**src/rtl/alu_operand_stage.sv**
```systemverilog
// alu_operand_stage: registered operand/issue stage feeding the 32-bit ALU.
// Decodes ALUOp/Funct into the ALU control code, resolves Rs/Rt with
// EX/MEM and MEM/WB forwarding, and selects the immediate operand.
// The result sits in a single-entry output register with a valid/ready
// handshake.
// Ports:
//   Clk, Rst (sync, active high), Flush
//   InValid/InReady             upstream handshake
//   ALUOp, Funct, ALUSrc, Imm   decode inputs
//   RsAddr/RtAddr/RsData/RtData register operands
//   RegWriteIn, WriteRegIn      destination info
//   ExMem*/MemWb*               forwarding sources
//   OutValid/OutReady           downstream handshake
//   ALUControl, A, B, RegWriteOut, WriteRegOut, Illegal  registered outputs
module alu_operand_stage #(
    parameter int WIDTH = 32
) (
    input  logic             Clk,
    input  logic             Rst,
    input  logic             Flush,
    input  logic             InValid,
    output logic             InReady,
    input  logic [1:0]       ALUOp,
    input  logic [5:0]       Funct,
    input  logic             ALUSrc,
    input  logic [15:0]      Imm,
    input  logic [4:0]       RsAddr,
    input  logic [4:0]       RtAddr,
    input  logic [WIDTH-1:0] RsData,
    input  logic [WIDTH-1:0] RtData,
    input  logic             RegWriteIn,
    input  logic [4:0]       WriteRegIn,
    input  logic             ExMemRegWrite,
    input  logic             MemWbRegWrite,
    input  logic [4:0]       ExMemWriteReg,
    input  logic [4:0]       MemWbWriteReg,
    input  logic [WIDTH-1:0] ExMemResult,
    input  logic [WIDTH-1:0] MemWbResult,
    output logic             OutValid,
    input  logic             OutReady,
    output logic [2:0]       ALUControl,
    output logic [WIDTH-1:0] A,
    output logic [WIDTH-1:0] B,
    output logic             RegWriteOut,
    output logic [4:0]       WriteRegOut,
    output logic             Illegal
);

    logic             valid_q;
    logic [2:0]       ctrl_q, ctrl_d;
    logic [WIDTH-1:0] a_q, a_d;
    logic [WIDTH-1:0] b_q, b_d;
    logic             rw_q, rw_d;
    logic [4:0]       wr_q;
    logic             ill_q, ill_d;
    logic             capture;
    logic [WIDTH-1:0] imm_ext;
    logic [WIDTH-1:0] rt_fwd;

    assign InReady = !Rst && !Flush && (!valid_q || OutReady);
    assign capture = InValid && InReady;

    // EX/MEM wins over MEM/WB; r0 is hardwired and never forwarded.
    function automatic logic [WIDTH-1:0] fwd(
        input logic [4:0]       addr,
        input logic [WIDTH-1:0] rf
    );
        if (addr != 5'd0 && ExMemRegWrite && ExMemWriteReg == addr)
            return ExMemResult;
        else if (addr != 5'd0 && MemWbRegWrite && MemWbWriteReg == addr)
            return MemWbResult;
        else
            return rf;
    endfunction

    always_comb begin
        ctrl_d = 3'd2;
        ill_d  = 1'b0;
        unique case (ALUOp)
            2'b00: ctrl_d = 3'd2;
            2'b01: ctrl_d = 3'd6;
            2'b11: ctrl_d = 3'd1;
            2'b10: begin
                unique case (Funct)
                    6'b100100: ctrl_d = 3'd0;
                    6'b100101: ctrl_d = 3'd1;
                    6'b100000: ctrl_d = 3'd2;
                    6'b100010: ctrl_d = 3'd6;
                    6'b101010: ctrl_d = 3'd7;
                    default: begin
                        ctrl_d = 3'd2;
                        ill_d  = 1'b1;
                    end
                endcase
            end
            default: ctrl_d = 3'd2;
        endcase
    end

    // ori takes a zero-extended immediate; everything else sign-extends.
    always_comb begin
        if (ALUOp == 2'b11)
            imm_ext = {{(WIDTH-16){1'b0}}, Imm};
        else
            imm_ext = {{(WIDTH-16){Imm[15]}}, Imm};
    end

    assign rt_fwd = fwd(RtAddr, RtData);
    assign a_d    = fwd(RsAddr, RsData);
    assign b_d    = ALUSrc ? imm_ext : rt_fwd;
    assign rw_d   = RegWriteIn && !ill_d;

    always_ff @(posedge Clk) begin
        if (Rst) begin
            valid_q <= 1'b0;
            ctrl_q  <= 3'd0;
            a_q     <= '0;
            b_q     <= '0;
            rw_q    <= 1'b0;
            wr_q    <= 5'd0;
            ill_q   <= 1'b0;
        end else if (Flush) begin
            valid_q <= 1'b0;
        end else if (capture) begin
            valid_q <= 1'b1;
            ctrl_q  <= ctrl_d;
            a_q     <= a_d;
            b_q     <= b_d;
            rw_q    <= rw_d;
            wr_q    <= WriteRegIn;
            ill_q   <= ill_d;
        end else if (valid_q && OutReady) begin
            valid_q <= 1'b0;
        end
    end

    assign OutValid    = valid_q;
    assign ALUControl  = ctrl_q;
    assign A           = a_q;
    assign B           = b_q;
    assign RegWriteOut = rw_q;
    assign WriteRegOut = wr_q;
    assign Illegal     = ill_q;

endmodule
```
**config.mk**
```make
export PLATFORM = sky130hd
export DESIGN_NAME = alu_operand_stage
export DESIGN_NICKNAME = d
export VERILOG_FILES = /design/src/rtl/alu_operand_stage.sv
export SDC_FILE = /design/constraint.sdc
export NUM_CORES = 1
export LEC_CHECK = 0
export CAP_MARGIN = 20
export CORE_UTILIZATION = 39
export CTS_BUF_LIST = sky130_fd_sc_hd__clkbuf_2
export CTS_CLUSTER_DIAMETER = 50
export CTS_CLUSTER_SIZE = 25
export DETAILED_ROUTE_END_ITERATION = 8
export GPL_ROUTABILITY_DRIVEN = 0
export PLACE_DENSITY = 0.86
export SYNTH_ARGS = -nofsm -noshare
export SYNTH_HDL_FRONTEND = slang
export SYNTH_SLANG_ARGS = --single-unit
```
**constraint.sdc**
```tcl
create_clock -name Clk -period 2.4 [get_ports Clk]
set_clock_uncertainty 0.1 [all_clocks]
set_input_delay 0.36 -clock Clk [delete_from_list [all_inputs] [get_ports Clk]]
set_output_delay 0.36 -clock Clk [all_outputs]
set_load 0.1 [all_outputs]
```
==> impl_metrics.toml <==
[floorplan]
io_pins = 262
start_util_pct = 40.4
die_h_um = 108
dieArea_um2 = 11800
std_cell_rows = 38
core_area_um2 = 10900
fp.dieW_um = 108

[place]
detailed_place_hpwl_um = 13200
portBuffers = 261
place_ws_ps = -263

[power]
pwr-share-comb_pct = 41.2
seqPwrFrac_pct = 41.6
p_leak_nw = 2.68
vdd.ir_drop.worst_uv = 291
p_switching_mw = 1.29
power_density_nw_per_um2 = 449
p_int_mw = 1.96
p_sw_share_pct = 39.6
p_total_mw = 3.25
clockPowerShare_pct = 17.2

[timing]
maxSlewViolCount = 0
setup_ws_ps = 235
whs_ps = 224
finalCriticalPeriod_ps = 2170
setup_viol = 0
fmax_mhz = 462
finalSetupTns_ps = 0
relSlewSlack_pct = 35.1
rsz0062_at_grt = "false"
hold_violations = 0
post-route-period-util_pct = 90.2
tightest_slew_ps = 971

[yosys]
ys_seq_elements = 75
synth_fp_nets = 716
synthDominantCellAreaShare_pct = 34.0
ys_warn_count = 0
netlist_area_um2 = 4420
synth_ff_type = "dfxtp_1"
synth-seq-area-share_pct = 34.0
synth.area.top_cells = "dfxtp_1, a221oi_1, o221ai_1, o22ai_1, a21oi_1"
avgSynthCellArea_um2 = 8.33
synth_edf_count = 0
yosysTopAreaCell = "dfxtp_1"
netlist_instances = 530
synth_cell_types = 37
async_flop_share_pct = 0

[critical_path]
worst_setup_path_start_kind = "primary input"
crit_start = "Rst"
r2r-end = "B[12]"
worst_path_dominant_cell_family = "buffers and inverters"
slowest_stage = "dlygate4sd3_1"
reg2reg_slack_ps = 710
cp_slowest_stage_delay_ps = 530
path_depth = 5
critPathMaxFanout = 22
cp.buffers_inverters = 4
crit_end = "InReady"
crit_arrival_ps = 1710
crit_type = "primary input to output port"
reg2reg_depth = 6
reg2reg_from = "OutValid"
required_ps = 1940
path_cells = "dlygate4sd3_1 -> buf_2 -> buf_4 -> nor3_4 -> buf_12"
cp-end-kind = "output port"

[routing]
drc = 0
ant_nets = 0
dr.first_iter.drc_count = 473
wire_per_inst_um = 20.2
viasPerCell = 6.18
via_count = 5710
routed_wl_um = 18600
drtPass1Iterations = 5

[clock_network]
cts_tree = "yes"
htreeDepth = 3
clk_path_buf_depth = 2
cts_resized = 0
cts.sinks = 75
cts_root_buf = "clkbuf_2"
path_clk_slew_ps = 200
numCtsBuffers = 9
clock_latency_ps = 560

[global_routing]
grtUsageTotal_pct = 31.3
first_global_vias = 5834
overflow = 0
antenna_found_initial = 0
grt_max_degree = 47
grt_pass1_wl_um = 28400

[final_layout]
multi_input_area_um2 = 2630
mostFrequentLayoutCells = "clkdlybuf4s50_1, buf_4, dfxtp_1, a221oi_1, nand2_1"
seq_area_um2 = 1500
antenna_cells = 0
drive_above_1_share_pct = 18.8
final.fill_count = 884
layout_commonest_cell = "clkdlybuf4s50_1"
layout.nets = 969
area_growth_pct = 63.8

[min_path]
hold_path_class = "primary input to register"

[run_status]
status = "complete, no violations"

[run]
max-cap-violations = 0
## power by group through the flow
stage | sequential [mW] | clock [mW] | combinational, mW
after floorplan | 1.82 | 0 | 0.319
after global placement | 1.37 | 0 | 1.31
after detailed placement | 1.38 | 0 | 1.33
after CTS | 1.35 | 0.571 | 1.33
after global routing | 1.36 | 0.624 | 1.39
final | 1.35 | 0.558 | 1.34
## worst register-to-register path: cells and delay by family (launching register included)
kind,cells,cell delay (ps)
and+or+nand+nor,3,630
buffers and inverters,1,180
DFF,1,410
AOI/OAI and AO/OA,2,270
## what timing repair did
action | 4_1_cts | 5_1_grt
setup buffers | 0 | 0
endpoints found under the hold margin | 1 | 0
hold buffers | 1 | 0
## worst min path at each step
stage | from | slack [ps] | endpoint | cells past startpoint
6_report | WriteRegIn[3] | 220 | WriteRegOut[3] | 3
5_1_grt | WriteRegIn[4] | 210 | WriteRegOut[4] | 3
4_1_cts | WriteRegIn[3] | 180 | WriteRegOut[3] | 3
3_5_place_dp | A[29] | 340 | A[29] | 2
3_3_place_gp | A[31] | 330 | A[31] | 2
2_1_floorplan | InValid | 380 | OutValid | 1
## synthesized netlist by cell type, drive strengths merged, types with 3 or more instances
library cell and n:
or3 4, nor3 3, and2 32, o221ai 32
xnor2 20, nand2 49, o21ai 64, and3 16
buf 28, o22ai 33, nand3 6, nor2 11
a221oi 64, a31oi 3, dfxtp 75, clkbuf 29
nor2b 4, a21oi 40
## layout make-up
class                   count  area share (%)
clock buffers              10           0.692
clock inverters             2           0.104
inverters                   2           0.104
multi-input cells         396            36.3
flip-flops and latches     75            20.8
well taps                 140            2.42
repair buffers            299            39.6
## kinds of logic (layout without fill, tap and decap cells)
family / Yosys count / after routing / share of synthesized area [%]
muxes: 1 / 1 / 0.227
and+or+nand+nor: 132 / 132 / 15.4
xor gates and xnor gates: 20 / 20 / 3.97
buffers and inverters: 59 / 313 / 7.73
DFF: 75 / 75 / 34.0
AOI/OAI and AO/OA: 243 / 243 / 38.7
## sequential cells by signal, summed over array words and instances, names as in the netlist
name         flops
B               32
A               32
OutValid         1
WriteRegOut      5
ALUControl       3
RegWriteOut      1
Illegal          1
## layer usage
layer	GRT usage, %	part of all wire, %	routed length [um]
met2	53.1	48	8980
met4	21.1	4.5	843
met1	34.6	38	7030
met3	7.29	9.6	1800
met5	0	0	0
## through the flow
stage | cells | utilization [%] | cell area (um^2)
after CTS | 924 | 66.2 | 7240
after floorplan | 530 | - | 4430
after global placement | 911 | 65.5 | 7170
after detailed placement | 911 | 65.5 | 7170
final | 924 | 66.2 | 7240
after global routing | 924 | 66.2 | 7240
(Power assumes the default switching activity.)
